### src/rtl/axis_tx_frame_arbiter.sv
// Frame-granular round-robin arbiter that feeds one AXI-Stream transmitter from
// NUM_REQ producers; it forces tlast at MAX_BEATS and counts forwarded frames.
module axis_tx_frame_arbiter #(
  parameter int NUM_REQ    = 4,
  parameter int DATA_WIDTH = 256,
  parameter int MAX_BEATS  = 400,
  parameter int ID_WIDTH   = $clog2(NUM_REQ)
) (
  input  logic                          clk,
  input  logic                          rst,
  input  logic [NUM_REQ-1:0]            req_vld,
  input  logic [NUM_REQ*DATA_WIDTH-1:0] req_data,
  input  logic [NUM_REQ-1:0]            req_last,
  output logic [NUM_REQ-1:0]            req_rdy,
  output logic                          tx_vld,
  output logic [DATA_WIDTH-1:0]         tx_data,
  output logic                          tx_last,
  input  logic                          tx_rdy,
  output logic [ID_WIDTH-1:0]           grant_id,
  output logic                          busy,
  output logic [31:0]                   frame_cnt,
  output logic                          trunc_pulse
);

  localparam int CNT_W = $clog2(MAX_BEATS + 1);
  localparam logic [CNT_W-1:0]    LAST_BEAT = CNT_W'(MAX_BEATS - 1);
  localparam logic [ID_WIDTH-1:0] GRANT_RST = ID_WIDTH'(NUM_REQ - 1);

  typedef enum logic {IDLE, LOCK} state_t;

  state_t                  state_q, state_d;
  logic [ID_WIDTH-1:0]     grant_q, grant_d, pick, cand;
  logic                    pick_found;
  logic [CNT_W-1:0]        beat_cnt_q, beat_cnt_d;
  logic [31:0]             frame_cnt_q, frame_cnt_d;
  logic                    trunc_q, trunc_d;
  logic                    xfer;
  logic [DATA_WIDTH-1:0]   req_beat [NUM_REQ];

  for (genvar i = 0; i < NUM_REQ; i++) begin : g_split
    assign req_beat[i] = req_data[i*DATA_WIDTH +: DATA_WIDTH];
  end

  // Search starts one past the last grant, so the just-served requester comes last.
  always_comb begin
    pick       = grant_q;
    pick_found = 1'b0;
    cand       = grant_q;
    for (int unsigned k = 1; k <= NUM_REQ; k++) begin
      cand = ID_WIDTH'((32'(grant_q) + k) % NUM_REQ);
      if (!pick_found && req_vld[cand]) begin
        pick       = cand;
        pick_found = 1'b1;
      end
    end
  end

  always_comb begin
    state_d     = state_q;
    grant_d     = grant_q;
    beat_cnt_d  = beat_cnt_q;
    frame_cnt_d = frame_cnt_q;
    trunc_d     = 1'b0;
    req_rdy     = '0;
    tx_vld      = 1'b0;
    tx_data     = '0;
    tx_last     = 1'b0;
    xfer        = 1'b0;
    case (state_q)
      IDLE: begin
        if (pick_found) begin
          state_d    = LOCK;
          grant_d    = pick;
          beat_cnt_d = '0;
        end
      end
      LOCK: begin
        tx_vld           = req_vld[grant_q];
        tx_data          = req_beat[grant_q];
        tx_last          = req_last[grant_q] | (beat_cnt_q == LAST_BEAT);
        req_rdy[grant_q] = tx_rdy;
        xfer             = tx_vld & tx_rdy;
        if (xfer) begin
          if (tx_last) begin
            // Forced end: the producer's remaining beats become a new frame later.
            state_d     = IDLE;
            frame_cnt_d = frame_cnt_q + 32'd1;
            trunc_d     = ~req_last[grant_q];
            beat_cnt_d  = '0;
          end else begin
            beat_cnt_d = beat_cnt_q + CNT_W'(1);
          end
        end
      end
      default: state_d = IDLE;
    endcase
  end

  always_ff @(posedge clk) begin
    if (rst) begin
      state_q     <= IDLE;
      grant_q     <= GRANT_RST;
      beat_cnt_q  <= '0;
      frame_cnt_q <= '0;
      trunc_q     <= 1'b0;
    end else begin
      state_q     <= state_d;
      grant_q     <= grant_d;
      beat_cnt_q  <= beat_cnt_d;
      frame_cnt_q <= frame_cnt_d;
      trunc_q     <= trunc_d;
    end
  end

  assign grant_id    = grant_q;
  assign busy        = (state_q == LOCK);
  assign frame_cnt   = frame_cnt_q;
  assign trunc_pulse = trunc_q;

endmodule
### config.mk
export PLATFORM = sky130hd
export DESIGN_NAME = axis_tx_frame_arbiter
export DESIGN_NICKNAME = d
export VERILOG_FILES = /design/src/rtl/axis_tx_frame_arbiter.sv
export SDC_FILE = /design/constraint.sdc
export NUM_CORES = 1
export LEC_CHECK = 0
export CORE_AREA = 2 2 514 516
export CTS_CLUSTER_SIZE = 40
export DETAILED_ROUTE_END_ITERATION = 10
export DIE_AREA = 0 0 516 518
export GPL_ROUTABILITY_DRIVEN = 0
export GPL_TIMING_DRIVEN = 0
export PLACE_DENSITY = 0.3
export SLEW_MARGIN = 0
export SYNTH_ARGS = -nofsm -noshare
export SYNTH_HDL_FRONTEND = slang
export SYNTH_SLANG_ARGS = --single-unit
### constraint.sdc
create_clock -name clk -period 3.7 [get_ports clk]
set_input_delay 0.925 -clock clk [delete_from_list [all_inputs] [get_ports clk]]
set_output_delay 0.925 -clock clk [all_outputs]
set_load 0.05 [all_outputs]
==> results of run 1 <==
-- final cells by class --
cell class	count	share of cell area, %
antenna	82	0.721
buffer	98	3.03
clock buffer	5	0.440
clock inverter	3	0.163
inverter	10	0.132
multi-input combinational	736	31.2
sequential	45	3.19
tap	3515	15.5
timing repair buffer	1338	45.7
-- layout by cell type (no fill, tap or decap), drive strengths merged, types with 2 or more instances in the layout --
| cell | netlist | final |
|---|---|---|
| clkdlybuf4s15 | 0 | 85 |
| nor2 | 30 | 30 |
| o21ai | 15 | 15 |
| xor2 | 9 | 9 |
| nor3b | 2 | 2 |
| and3 | 14 | 14 |
| inv | 10 | 10 |
| o31ai | 3 | 3 |
| o21a | 6 | 6 |
| and4 | 3 | 3 |
| mux2i | 4 | 4 |
| mux4 | 261 | 261 |
| nand4 | 12 | 12 |
| a31oi | 2 | 2 |
| dfxtp | 45 | 45 |
| a32oi | 2 | 2 |
| diode | 0 | 82 |
| xnor2 | 9 | 9 |
| or4 | 4 | 4 |
| ha | 6 | 6 |
| clkbuf | 68 | 88 |
| a221o | 3 | 3 |
| and2 | 259 | 259 |
| nor4 | 5 | 5 |
| mux2 | 3 | 3 |
| or3 | 8 | 8 |
| nor4b | 3 | 3 |
| nand3 | 18 | 18 |
| clkdlybuf4s50 | 0 | 1070 |
| dlygate4sd2 | 0 | 74 |
| buf | 33 | 124 |
| nor2b | 3 | 3 |
| a21oi | 16 | 16 |
| nor3 | 8 | 8 |
| or2 | 2 | 2 |
| nand2 | 17 | 17 |
-- metrics by stage --
step,util [%],setup slack (ns),instances,area [sq um]
detailed placement,10.7,-2.45,5738,28000
CTS,10.8,-0.00196,5750,28300
global placement,10.7,-3.11,5736,27900
finish,10.9,-0.0892,5832,28400
global route,10.8,-0.00597,5764,28300
floorplan,-,0.120,892,10200
-- logic make-up after synthesis --
kind of cell             Yosys count  synth area share (%)
multiplexers                     268                  58.1
flip-flops                        45                  8.80
AO/OA/AOI/OAI                     54                  3.32
adder cells (fa/ha/maj)            6                 0.733
XOR/XNOR                          18                  1.54
AND/OR/NAND/NOR                  390                  23.0
buffers and inverters            111                  4.50
-- routing by layer --
| layer | GRT usage (%) | vias to the layer above | wire (um) |
|---|---|---|---|
| met1 | 19.0 | 7975 | 89500 |
| met2 | 29.3 | 1417 | 113000 |
| li1 | - | 6390 | - |
| met3 | 12.3 | 545 | 38100 |
| met4 | 2.11 | 224 | 4440 |
| met5 | 0 | - | 1450 |
-- sequential cells by signal, summed over array words and instances (netlist names) --
signal and flops:
grant_id 2, frame_cnt 32, trunc_pulse 1, busy 1, beat_cnt_q 9
-- final timing paths --
path	endpoint	slack, ns	start
worst min register to register	frame_cnt[22]	0.51	frame_cnt[22]
worst max-delay path	tx_data[26]	-0.09	req_data[26]
worst max register to register	frame_cnt[29]	0.84	frame_cnt[3]
worst min-delay path	frame_cnt[22]	0.51	frame_cnt[22]
-- power by group through the flow --
stage          Clock [mW]  Combinational [mW]  Sequential (mW)
6_report            0.536                13.5            0.532
5_1_grt             0.571                14.1            0.536
4_1_cts             0.558                13.8            0.534
3_5_place_dp            0                13.7            0.550
3_3_place_gp            0                13.7            0.551
2_1_floorplan           0                7.00            0.568
-- repair_timing --
item,in CTS,in global routing
resized for setup,925,53
setup buffers,3,1
gates cloned,3,0
hold endpoints to repair,0,0
endpoints found under the setup margin,264,46
-- worst min-delay path: stages (launching register included) --
cell and delay, ns:
sky130_fd_sc_hd__dfxtp_1 0.34, sky130_fd_sc_hd__o31ai_1 0.07, sky130_fd_sc_hd__a21oi_1 0.05
==> metrics.log, run 1 <==
INFO  metric initial_utilization = 3.91%
INFO  metric first_global_vias = 15902
INFO  metric tritoncts = done
INFO  metric totalWireLength = 246 mm
INFO  metric placeableCoreArea = 0.262 sq mm
INFO  metric power.density = 510 mW/mm^2
INFO  metric violations = negative setup slack
INFO  metric cts_max_path_buffers = 2
INFO  metric critical_path_depth = 4
INFO  metric synth_async_sr_flop_share = 0%
INFO  metric mappedNetlistNets = 1933
INFO  metric cap_violations = 0
INFO  metric timing.critical_path.arrival = 2.86 ns
INFO  metric path_class = input pin to output pin
INFO  metric report.final.setup_viol = 2
INFO  metric worst-endpoint-required = 2.77 ns
INFO  metric synth_area_per_cell = 11.5 sq um
INFO  metric clkTransAtPathRegs = 0.08 ns
INFO  metric static-leakage-power = 9.55 nW
INFO  metric worst_hold_margin = 0.511 ns
INFO  metric buffer_ports.inserted = 1329
INFO  metric num-nets-final = 3275
INFO  metric critical_path.endpoint_type = output pin
INFO  metric ctsHtreeMaxLevel = 2
INFO  metric multi_input_gate_area = 0.00887 sq mm
INFO  metric sequential_cell_area = 908 sq um
INFO  metric finalCriticalPeriod = 3.79 ns
INFO  metric final_max_slew_viols = 0
INFO  metric post-route-worst-setup-slack = -0.0892 ns
INFO  metric post_route_antenna_net_violation_count = 0
INFO  metric avgRoutedWirePerCell = 42.2 um
INFO  metric synth_largest_area_cell = sky130_fd_sc_hd__mux4_2
INFO  metric crit_path_max_incr_delay = 0.73 ns
INFO  metric global_route.overflow_total = 0
INFO  metric peakVddDrop = 222 uV
INFO  metric clock.fmax = 0.264 GHz
INFO  metric numCtsBuffers = 5
INFO  metric timing.setup.tns = -0.0965 ns
INFO  metric filler_cell_count = 30241
INFO  metric detail_route.vias_per_cell = 2.84
INFO  metric first_iter_violations = 1270
INFO  metric share_of_the_yosys_chip_area_belonging_to_registers = 8.80%
INFO  metric clkLatencyLatePin = 0.30 ns
INFO  metric initial_antenna_violation_count = 360
INFO  metric ys_dominant_reg_cell = sky130_fd_sc_hd__dfxtp_1
INFO  metric post-route-period-util = 102%
INFO  metric grt_max_degree = 16
INFO  metric finalHoldViolCount = 0
INFO  metric report.power.total = 14.5 mW
INFO  metric io-pin-count = 1333
INFO  metric grt_util_all_layers = 17.8%
INFO  metric worst_hold_path_type = register to register
INFO  metric chipWidth = 516 um
INFO  metric dr_total_vias = 16551
INFO  metric detail_route.first_pass.iterations = 5
INFO  metric tightest_slew = 1.07 ns
INFO  metric whs_path_depth = 2
INFO  metric hold_buffers = 0
INFO  metric post-route-drc-count = 0
INFO  metric clk_root_buffer_cell = sky130_fd_sc_hd__clkbuf_16
INFO  metric critPathBufInv = 2
INFO  metric ys.warnings.count = 0
INFO  metric critical_path_peak_fanout = 1
INFO  metric setup.worst_path.start_class = input pin
INFO  metric slew_headroom = 28.4%
INFO  metric synth_top_area_cells = sky130_fd_sc_hd__mux4_2 (57%), sky130_fd_sc_hd__and2_1 (16%), sky130_fd_sc_hd__dfxtp_1 (8.8%)
INFO  metric floorplan.die_area = 0.267 sq mm
INFO  metric post_route_cells_drive_above_1_share = 24.6%
INFO  metric yosys-top-cells-count = sky130_fd_sc_hd__mux4_2 (261), sky130_fd_sc_hd__and2_1 (258), sky130_fd_sc_hd__clkbuf_1 (68), sky130_fd_sc_hd__dfxtp_1 (45), sky130_fd_sc_hd__nor2_1 (30)
INFO  metric rsz0062_at_grt = true
INFO  metric number_of_rows_in_the_core_area = 188
INFO  metric synth_cell_type_count = 52
INFO  metric timing.clock.skew = 0.0106 ns
INFO  metric switching_share = 59.8%
INFO  metric synthDominantCellAreaShare = 57.4%
INFO  metric grt_first_pass_wirelength = 282 mm
INFO  metric worstRegToRegCells = 6
INFO  metric ys_ff_latch = 45
INFO  metric hpwlAfterDp = 232 mm
INFO  metric post_synth_inst_count = 892
INFO  metric clock_group_share_of_total_power = 3.7%
INFO  metric combinationalPowerShare = 92.6%
INFO  metric synth_most_common_cell = sky130_fd_sc_hd__mux4_2
INFO  metric cts_sinks = 45
INFO  metric synthToLayoutAreaGrowth = 178%
INFO  metric floorplan.die.height = 518 um
INFO  metric power_report.internal_total = 5.83 mW
INFO  metric seqPwrFrac = 3.7%
INFO  metric switchingPower = 8.69 mW
INFO  metric crit_path_cells = clkdlybuf4s50_1 -> mux4_2 -> and2_1 -> dlygate4sd2_1
INFO  metric status = complete, but fails checks
INFO  metric syn_area = 0.0102 sq mm
INFO  metric synth-edff-count = 0
INFO  metric critPathSlowestCell = sky130_fd_sc_hd__clkdlybuf4s50_1
INFO  metric timing.critical_path.max_delay_family = buffers and inverters
Power figures use the tool's default switching activity.
==> run 2: changes to the inputs <==
--- a/config.mk
+++ b/config.mk
@@ -6,6 +6,7 @@
 export NUM_CORES = 1
 export LEC_CHECK = 0
 export CORE_AREA = 2 2 514 516
+export CTS_BUF_LIST = sky130_fd_sc_hd__clkbuf_2 sky130_fd_sc_hd__clkbuf_4 sky130_fd_sc_hd__clkbuf_8
 export CTS_CLUSTER_SIZE = 40
 export DETAILED_ROUTE_END_ITERATION = 10
 export DIE_AREA = 0 0 516 518
==> metrics.log, run 2 (synthesis results as in run 1) <==
INFO  metric report.final.setup_viol = 0
INFO  metric clock.fmax = 0.271 GHz
INFO  metric timing.critical_path.max_delay_family = buffers and inverters
INFO  metric synthToLayoutAreaGrowth = 177%
INFO  metric ctsHtreeMaxLevel = 2
INFO  metric cap_violations = 0
INFO  metric global_route.overflow_total = 0
INFO  metric multi_input_gate_area = 0.00887 sq mm
INFO  metric reg2reg_slack = 0.87 ns
INFO  metric crit_path_cells = clkdlybuf4s50_1 -> mux4_2 -> and2_1 -> clkdlybuf4s15_1
INFO  metric timing.critical_path.arrival = 2.76 ns
INFO  metric status = finished, final reports clean
INFO  metric buffer_ports.inserted = 1329
INFO  metric layout_commonest_cell = sky130_fd_sc_hd__clkdlybuf4s50_1
INFO  metric grt_util_all_layers = 17.7%
INFO  metric static-leakage-power = 9.46 nW
INFO  metric tightest_slew = 1.12 ns
INFO  metric initial_antenna_violation_count = 358
INFO  metric grt_max_degree = 16
INFO  metric chipWidth = 516 um
INFO  metric peakVddDrop = 212 uV
INFO  metric numCtsBuffers = 5
INFO  metric power.density = 505 mW/mm^2
INFO  metric timing.clock.skew = 0.0137 ns
INFO  metric clkLatencyLatePin = 0.32 ns
INFO  metric post-route-drc-count = 0
INFO  metric totalWireLength = 246 mm
INFO  metric post-route-period-util = 99.6%
INFO  metric slew_headroom = 25.0%
INFO  metric postLayoutCoreUtil = 10.8%
INFO  metric setup.worst_path.start_class = input pin
INFO  metric clkTransAtPathRegs = 0.11 ns
INFO  metric min_delay_worst_endpoint = frame_cnt[29]
INFO  metric detail_route.vias_per_cell = 2.85
INFO  metric worst_hold_path_type = register to register
INFO  metric rr_endpoint = frame_cnt[29]
INFO  metric path_class = input pin to output pin
INFO  metric tritoncts = done
INFO  metric cts_sinks = 45
INFO  metric number_of_rows_in_the_core_area = 188
INFO  metric post_route_cells_drive_above_1_share = 25.6%
INFO  metric hold_buffers = 0
INFO  metric critPathBufInv = 2
INFO  metric reg2reg_from = frame_cnt[3]
INFO  metric finalHoldViolCount = 0
INFO  metric first_global_vias = 15979
INFO  metric final_max_slew_viols = 0
INFO  metric finalCriticalPeriod = 3.68 ns
INFO  metric sequential_cell_area = 908 sq um
INFO  metric filler_cell_count = 30262
INFO  metric critical_path_peak_fanout = 1
INFO  metric first_iter_violations = 1234
INFO  metric initial_utilization = 3.91%
INFO  metric post_route_antenna_net_violation_count = 0
INFO  metric floorplan.die.height = 518 um
INFO  metric clk_root_buffer_cell = sky130_fd_sc_hd__clkbuf_8
INFO  metric grt_first_pass_wirelength = 282 mm
INFO  metric io-pin-count = 1333
INFO  metric rsz0062_at_grt = true
INFO  metric critical_path.endpoint_type = output pin
INFO  metric largest_register_ffs = 32
INFO  metric detail_route.first_pass.iterations = 5
INFO  metric floorplan.die_area = 0.267 sq mm
INFO  metric cts_max_path_buffers = 2
INFO  metric crit_path_max_incr_delay = 0.63 ns
INFO  metric whs_path_depth = 2
INFO  metric critPathSlowestCell = sky130_fd_sc_hd__clkdlybuf4s50_1
INFO  metric setup.worst_path.start = req_data[24]
INFO  metric avgRoutedWirePerCell = 42.2 um
INFO  metric worstRegToRegCells = 6
INFO  metric worst-endpoint-required = 2.77 ns
INFO  metric dr_total_vias = 16579
INFO  metric hpwlAfterDp = 232 mm
INFO  metric placeableCoreArea = 0.262 sq mm
INFO  metric most-common-layout-cells = sky130_fd_sc_hd__clkdlybuf4s50_1 (1070), sky130_fd_sc_hd__mux4_2 (261), sky130_fd_sc_hd__and2_1 (258)
INFO  metric num-nets-final = 3274
INFO  metric worst_hold_margin = 0.511 ns
INFO  metric worst_hold_launch = frame_cnt[29]
[run 2: power by group]
group	leakage (nW)	internal (mW)	switching (mW)
Clock	0.0548	0.203	0.200
Sequential	0.364	0.504	0.0297
Combinational	9.04	5.00	8.39
Total	9.46	5.71	8.62
[run 2: cell type report]
| type | count | share of cell area (%) |
|---|---|---|
| repair buffers | 1336 | 45.8 |
| multi-input cells | 736 | 31.3 |
| well taps | 3515 | 15.5 |
| flip-flops and latches | 45 | 3.20 |
| plain buffers | 99 | 3.05 |
| diodes | 74 | 0.653 |
| clock buffers | 5 | 0.243 |
| clock inverters | 3 | 0.163 |
| inverters | 10 | 0.132 |
[run 2: metal layers]
layer	up-vias	part of all wire [%]	global-route usage [%]	wire length, um
li1	6366	-	-	-
met1	8058	38	19.8	92600
met2	1362	46	29.2	112000
met3	561	14	10.8	34600
met4	232	2.0	2.02	5000
met5	-	0.62	0	1520
[run 2: stage by stage]
stage                     TNS [ns]  setup slack [ns]  cell area, sq um  power (mW)  cells
final                            0            0.0154             28400        14.3   5823
after global routing       -0.0397           -0.0168             28200        15.0   5763
after CTS                  -0.0821           -0.0159             28300        14.7   5747
after detailed placement   -432.55             -2.45             28000        14.3   5738
after global placement     -637.03             -3.11             27900        14.2   5736
after floorplan                  0             0.120             10200        7.57    892
[run 2: how the worst max path moves through the flow]
stage | to | slack, ns | depth (start not counted)
after global placement | tx_data[136] | -3.11 | 7
final | tx_data[24] | 0.02 | 4
after global routing | tx_data[246] | -0.02 | 7
after floorplan | tx_data[160] | 0.12 | 6
after CTS | tx_data[236] | -0.02 | 7
after detailed placement | tx_data[136] | -2.45 | 7
[run 2: what timing repair did]
item	CTS	global route
setup buffers	1	2
gates cloned	2	0
pin swaps	0	0
endpoints found under the setup margin	264	75
gates resized for setup	881	105
[run 2: worst reg2reg max path, stage by stage (launching register included)]
cell                      delay (ns)
sky130_fd_sc_hd__dfxtp_1        0.39
sky130_fd_sc_hd__buf_2          0.21
sky130_fd_sc_hd__nand4_1        0.12
sky130_fd_sc_hd__nor4_1         0.67
sky130_fd_sc_hd__nand3_1        0.58
sky130_fd_sc_hd__or4_1          0.65
sky130_fd_sc_hd__a21oi_1        0.15
